[src/rtl/sigmoid_lut_arbiter_if.sv]
// Requester / LUT / result-consumer bundle for sigmoid_lut_arbiter.
// The slave modport is the arbiter; the master modport is its surroundings (requesters, LUT, consumer).
interface sigmoid_lut_arbiter_if #(
  parameter int NUM_REQ   = 4,
  parameter int OPW       = 10,
  parameter int inWidth   = 10,
  parameter int dataWidth = 16
);
  localparam int IDW = $clog2(NUM_REQ);

  logic [NUM_REQ-1:0]     req_valid;
  logic [NUM_REQ*OPW-1:0] req_data;
  logic [NUM_REQ-1:0]     req_ready;
  logic [inWidth-1:0]     lut_num;
  logic [dataWidth-1:0]   lut_out;
  logic                   res_valid;
  logic                   res_ready;
  logic [IDW-1:0]         res_id;
  logic [dataWidth-1:0]   res_data;
  logic                   busy;

  modport master (
    output req_valid, req_data, lut_out, res_ready,
    input  req_ready, lut_num, res_valid, res_id, res_data, busy
  );

  modport slave (
    input  req_valid, req_data, lut_out, res_ready,
    output req_ready, lut_num, res_valid, res_id, res_data, busy
  );
endinterface

[src/rtl/sigmoid_lut_arbiter.sv]
// Round-robin share of one 1-cycle sigmoid LUT; grant in cycle t gives res_valid at t+2, results queued 2 deep.
// Grants stall while queue + in-flight read would overflow; define SIGARB_SAT_EN for saturating sumWidth operands.
module sigmoid_lut_arbiter #(
  parameter int NUM_REQ   = 4,
  parameter int inWidth   = 10,
  parameter int dataWidth = 16,
  parameter int sumWidth  = 16
) (
  input  logic                 clk,
  input  logic                 rst_n,
  sigmoid_lut_arbiter_if.slave bus
);
  localparam int IDW = $clog2(NUM_REQ);
`ifdef SIGARB_SAT_EN
  localparam int OPW = sumWidth;
`else
  localparam int OPW = inWidth;
`endif

  if (sumWidth < inWidth) begin : g_bad_width
    $error("sumWidth must be >= inWidth");
  end

  logic                 run_q;
  logic [1:0]           occ_q, occ_d;
  logic                 inflight_q;
  logic [IDW-1:0]       rr_ptr_q, rr_ptr_d, id_pipe_q;
  logic                 head_q, tail;
  logic [IDW-1:0]       q_id_q   [2];
  logic [dataWidth-1:0] q_data_q [2];

  logic                 pop, push, can_issue, gnt_vld;
  logic [2:0]           pending;
  logic [IDW-1:0]       gnt_idx, cand;
  logic [OPW-1:0]       op;
  logic [inWidth-1:0]   op_lut;

  assign pop       = bus.res_valid & bus.res_ready;
  assign push      = inflight_q;
  assign pending   = 3'(occ_q) + 3'(inflight_q) - 3'(pop);
  // run_q keeps req_ready low while reset is held and for the first edge after release
  assign can_issue = run_q && (pending < 3'd2);

  always_comb begin
    gnt_vld = 1'b0;
    gnt_idx = '0;
    cand    = '0;
    for (int k = 0; k < NUM_REQ; k++) begin
      cand = IDW'((int'(rr_ptr_q) + k) % NUM_REQ);
      if (!gnt_vld && bus.req_valid[cand]) begin
        gnt_vld = 1'b1;
        gnt_idx = cand;
      end
    end
    if (!can_issue) gnt_vld = 1'b0;
  end

  assign op = bus.req_data[int'(gnt_idx)*OPW +: OPW];

`ifdef SIGARB_SAT_EN
  localparam logic signed [OPW-1:0] SAT_MAX = OPW'((1 << (inWidth - 1)) - 1);
  localparam logic signed [OPW-1:0] SAT_MIN = ~SAT_MAX;

  always_comb begin
    op_lut = op[inWidth-1:0];
    if ($signed(op) > SAT_MAX)      op_lut = SAT_MAX[inWidth-1:0];
    else if ($signed(op) < SAT_MIN) op_lut = SAT_MIN[inWidth-1:0];
  end
`else
  assign op_lut = op;
`endif

  assign bus.req_ready = gnt_vld ? (NUM_REQ'(1) << gnt_idx) : '0;
  assign bus.lut_num   = gnt_vld ? op_lut : '0;

  assign rr_ptr_d = (int'(gnt_idx) == NUM_REQ - 1) ? '0 : gnt_idx + 1'b1;
  assign occ_d    = occ_q + {1'b0, push} - {1'b0, pop};
  assign tail     = head_q ^ occ_q[0];

  always_ff @(posedge clk or negedge rst_n) begin
    if (!rst_n) begin
      run_q       <= 1'b0;
      occ_q       <= '0;
      inflight_q  <= 1'b0;
      rr_ptr_q    <= '0;
      id_pipe_q   <= '0;
      head_q      <= 1'b0;
      q_id_q[0]   <= '0;
      q_id_q[1]   <= '0;
      q_data_q[0] <= '0;
      q_data_q[1] <= '0;
    end else begin
      run_q      <= 1'b1;
      inflight_q <= gnt_vld;
      occ_q      <= occ_d;
      if (gnt_vld) begin
        rr_ptr_q  <= rr_ptr_d;
        id_pipe_q <= gnt_idx;
      end
      // LUT data for last cycle's grant is valid now; capture with its requester id
      if (push) begin
        q_id_q[tail]   <= id_pipe_q;
        q_data_q[tail] <= bus.lut_out;
      end
      if (pop) head_q <= ~head_q;
    end
  end

  assign bus.res_valid = (occ_q != 2'd0);
  assign bus.res_id    = q_id_q[head_q];
  assign bus.res_data  = q_data_q[head_q];
  assign bus.busy      = (occ_q != 2'd0) | inflight_q;
endmodule
[src/flat_wrapper.sv]
// flat-port wrapper written by rule: the top's interface ports become plain ports
module sigmoid_lut_arbiter_flat 
#(
  parameter int NUM_REQ   = 4,
  parameter int inWidth   = 10,
  parameter int dataWidth = 16,
  parameter int sumWidth  = 16
)
  (clk, rst_n, bus_req_valid, bus_req_data, bus_lut_out, bus_res_ready, bus_req_ready, bus_lut_num, bus_res_valid, bus_res_id, bus_res_data, bus_busy);
  sigmoid_lut_arbiter_if #(.NUM_REQ(NUM_REQ), .inWidth(inWidth), .dataWidth(dataWidth)) bus_i ();
  input  logic clk;
  input  logic rst_n;
  input wire logic [$bits(bus_i.req_valid)-1:0] bus_req_valid;
  input wire logic [$bits(bus_i.req_data)-1:0] bus_req_data;
  input wire logic [$bits(bus_i.lut_out)-1:0] bus_lut_out;
  input wire logic [$bits(bus_i.res_ready)-1:0] bus_res_ready;
  output wire logic [$bits(bus_i.req_ready)-1:0] bus_req_ready;
  output wire logic [$bits(bus_i.lut_num)-1:0] bus_lut_num;
  output wire logic [$bits(bus_i.res_valid)-1:0] bus_res_valid;
  output wire logic [$bits(bus_i.res_id)-1:0] bus_res_id;
  output wire logic [$bits(bus_i.res_data)-1:0] bus_res_data;
  output wire logic [$bits(bus_i.busy)-1:0] bus_busy;
  assign bus_i.req_valid = bus_req_valid;
  assign bus_i.req_data = bus_req_data;
  assign bus_i.lut_out = bus_lut_out;
  assign bus_i.res_ready = bus_res_ready;
  assign bus_req_ready = bus_i.req_ready;
  assign bus_lut_num = bus_i.lut_num;
  assign bus_res_valid = bus_i.res_valid;
  assign bus_res_id = bus_i.res_id;
  assign bus_res_data = bus_i.res_data;
  assign bus_busy = bus_i.busy;
  sigmoid_lut_arbiter #(.NUM_REQ(NUM_REQ), .inWidth(inWidth), .dataWidth(dataWidth), .sumWidth(sumWidth)) u_core (.clk(clk), .rst_n(rst_n), .bus(bus_i));
endmodule
[config.mk]
export PLATFORM = sky130hd
export DESIGN_NAME = sigmoid_lut_arbiter_flat
export DESIGN_NICKNAME = d
export VERILOG_FILES = /design/src/rtl/sigmoid_lut_arbiter_if.sv /design/src/rtl/sigmoid_lut_arbiter.sv /design/src/flat_wrapper.sv
export SDC_FILE = /design/constraint.sdc
export NUM_CORES = 1
export LEC_CHECK = 0
export BUFFER_PORTS_ARGS = -buffer_cell sky130_fd_sc_hd__buf_4
export CAP_MARGIN = 20
export CORE_MARGIN = 1
export CORE_UTILIZATION = 50
export CTS_BUF_LIST = sky130_fd_sc_hd__clkbuf_16
export DETAILED_ROUTE_END_ITERATION = 10
export PLACE_DENSITY_LB_ADDON = 0.25
export SLEW_MARGIN = 20
export SYNTH_ARGS = -nofsm -noshare
export SYNTH_HDL_FRONTEND = slang
export SYNTH_SLANG_ARGS = --single-unit
[constraint.sdc]
create_clock -name clk -period 7.35 [get_ports clk]
set_input_delay 1.1025 -clock clk [delete_from_list [all_inputs] [get_ports clk]]
set_output_delay 1.1025 -clock clk [all_outputs]
set_load 0.01 [all_outputs]
==> impl_results.md <==
- GR Util All Layers: 0.206
- Setup TNS: 0 ns
- Layout cell share with drive strength beyond 1: 0.547
- Synth area leaders: dfrtp_1 (47%), mux2_2 (23%), mux2i_1 (8.7%)
- Vias per inst: 5.38
- Port bufs: 96
- Initial core utilization: 0.536
- Clock skew: 0.00291 ns
- Routed wire length: 4860 um
- Area leader, netlist: dfrtp_1
- Hold Vio Cnt, Final: 0
- TritonCTS clock tree: done
- Area delta synth->final: 35.9%
- Chip height: 71.5 um
- Critical Path RT: 6.25 ns
- Setup-failing EPs final: 0
- Hold WS: 0.473 ns
- Flops & latches, synth: 45
- Post-CTS Setup Bufs: 0
- Async S/R FF share, synth: 1.00
- Crit share post-route: 0.669
- First drt pass iteration count: 4
- Htree depth: 2
- Netlist cell types: 32
- DIE AREA: 5110 um^2
- Pins Over Slew Limit: 0
- Main synth FF type: dfrtp_1
- Placer congestion estimate: 0.776
- HP Start: u_core.q_id_q[2]
- CP Launch Point: bus_res_ready
- Syn_nets: 264
- CTS root buf: clkbuf_16
- Critical R2R Launch: u_core.occ_q[1]
- Status: finished, final reports clean
- Average size of a mapped cell: 12.4 um^2
- Synth warnings: 0
- # fillers: 327
- Most frequent cell after synthesis: mux2_2
- Global-route wire length before repair: 8130 um
- Synth Instances: 194
- Worst setup EP type: output port
- Multi-input logic area: 1190 um^2
- Vias: 1,836
- Max clock buf depth: 2
- Number of gates resized after cts: 0
- Synth top area share: 0.467
- Worst-path fanout max: 14
- Sequential area share after synthesis: 0.467
- Synth top cells by count: mux2_2 (50), dfrtp_1 (45), mux2i_1 (21)
- Post-CTS Hold Fix Bufs: 0
- Detailed Route Iter0 Violations: 78
- CP Data Arrival Time: 3.81 ns
- Core area: 4500 um^2
- Register area: 1130 um^2
- DPL Wire Length: 3560 um
- Clk_lat worst skew: 0.28 ns
- Type of element launching the critical path: input port
- Total CTS buffers: 5
- Post-synth EDFFs: 0
- I/O pin count: 97
- Fmax achieved: 0.203 GHz
- Hold Path Cell Cnt: 2
- Worst slew pin tran: 0.930 ns
- Largest net degree at the start of global routing: 46
- RSZ-0062 raised after global routing: no
- Grt ovf: 0
- Clock sink count: 45
- Pwr dens: 407 nW/um^2
- FP Rows: 24
- Vias in the first global route: 1,842
- Max-Cap Viols: 0
- Initial antenna violation count: 0
- Layout Nets: 358
- Clock-pin transition on the worst setup and hold timing paths: 0.05 ns
- Hold/Removal Path Class: flip-flop to flip-flop
- Worst r2r path cells: 11
- Pleak: 0.00160 uW
- Tot Pwr: 1330 uW
- N_diodes: 0
- Netlist Area Pre-Place: 2410 um^2
- Dpl cells: 333
- # DRC: 0
- Die width: 71.5 um
- Peak supply drop: 159 uV
- Critical path type: input port to output port
- Max-Slew Margin vs Limit: 0.380
- Final Critical Period: 4.92 ns
- Cell Count, Final, Fillers Out: 341
- Drt wl/cell: 14.3 um
- Post-route ant nets: 0
==> metrics by stage <==
| step | setup WS, ns | area, um^2 | utilization |
|---|---|---|---|
| CTS | 2.45 | 3280 | 0.728 |
| global route | 2.24 | 3280 | 0.728 |
| floorplan | 3.18 | 2410 | - |
| finish | 2.43 | 3280 | 0.728 |
| detailed placement | 2.46 | 3140 | 0.697 |
| global placement | 2.54 | 3140 | 0.697 |
==> area by class of cell <==
type,count,area share
clock buffers,5,0.0382
clock inverters,3,0.00420
repair buffers,96,0.220
flip-flops and latches,45,0.343
inverters,9,0.0103
well taps,52,0.0198
multi-input cells,131,0.364
==> worst paths after layout <==
| kind | to | slack (ns) |
|---|---|---|
| max | bus_lut_num[9] | 2.43 |
| min | u_core.q_id_q[2] | 0.47 |
| min reg2reg | u_core.q_id_q[2] | 0.47 |
| max in group asynchronous | u_core.q_data_q[29] | 6.17 |
| max reg2reg | u_core.rr_ptr_q[0] | 4.06 |
| min in group asynchronous | u_core.q_data_q[5] | 0.81 |
==> per-layer routing <==
metal | routed length, um | GRT usage | up-vias
met5 | 0 | 0 | -
met4 | 69 | 0.0610 | 0
met3 | 360 | 0.0633 | 6
met2 | 2460 | 0.369 | 76
met1 | 1970 | 0.239 | 872
li1 | - | - | 882
==> critical path: stages <==
cell	delay (ns)
buf_4	0.10
and2_1	0.15
ha_1	0.29
inv_1	0.05
ha_1	0.12
inv_1	0.04
fa_1	0.49
nand2_1	0.07
nor3_2	0.64
nand2_1	0.33
o22ai_1	0.26
buf_4	0.15
==> placed cells by master, fill, tap and decap left out <==
master / n
or2_2: 1
o21ai_0: 7
o21a_1: 2
xnor2_1: 1
mux2i_1: 21
nor3_2: 1
conb_1: 1
and2_1: 5
inv_2: 1
clkbuf_16: 5
a211oi_4: 1
dfrtp_1: 45
inv_1: 9
buf_4: 96
o21ai_1: 1
nand2_1: 12
a2bb2oi_1: 1
mux2_2: 50
nand3b_1: 1
nor2_1: 1
ha_1: 6
clkinv_2: 2
xor2_1: 2
o22ai_1: 10
o2bb2ai_1: 1
a21boi_0: 1
fa_1: 1
or3_1: 1
nor4_1: 1
nand2b_1: 1
nand2_4: 1
==> sequential cells by signal (all words and copies together) (netlist names) <==
register / cells
u_core.head_q: 1
u_core.inflight_q: 1
u_core.q_data_q: 32
u_core.run_q: 1
u_core.rr_ptr_q: 2
u_core.id_pipe_q: 2
u_core.occ_q: 2
u_core.q_id_q: 4
==> logic make-up after synthesis <==
family          count (synthesis)  synth area share
mux                            71             0.321
compound gates                 24            0.0674
xor+xnor                        3            0.0109
other cells                     1           0.00155
simple gates                   25            0.0555
flops                          45             0.467
fa+ha+maj                       7            0.0394
buf+inv                        18            0.0379
==> report_power, final <==
| part | internal (uW) | switching (uW) | total [uW] |
|---|---|---|---|
| clock | 123 | 83.2 | 206 |
| sequential | 371 | 85.5 | 456 |
| combinational | 390 | 282 | 672 |
Power figures use the tool's default switching activity.
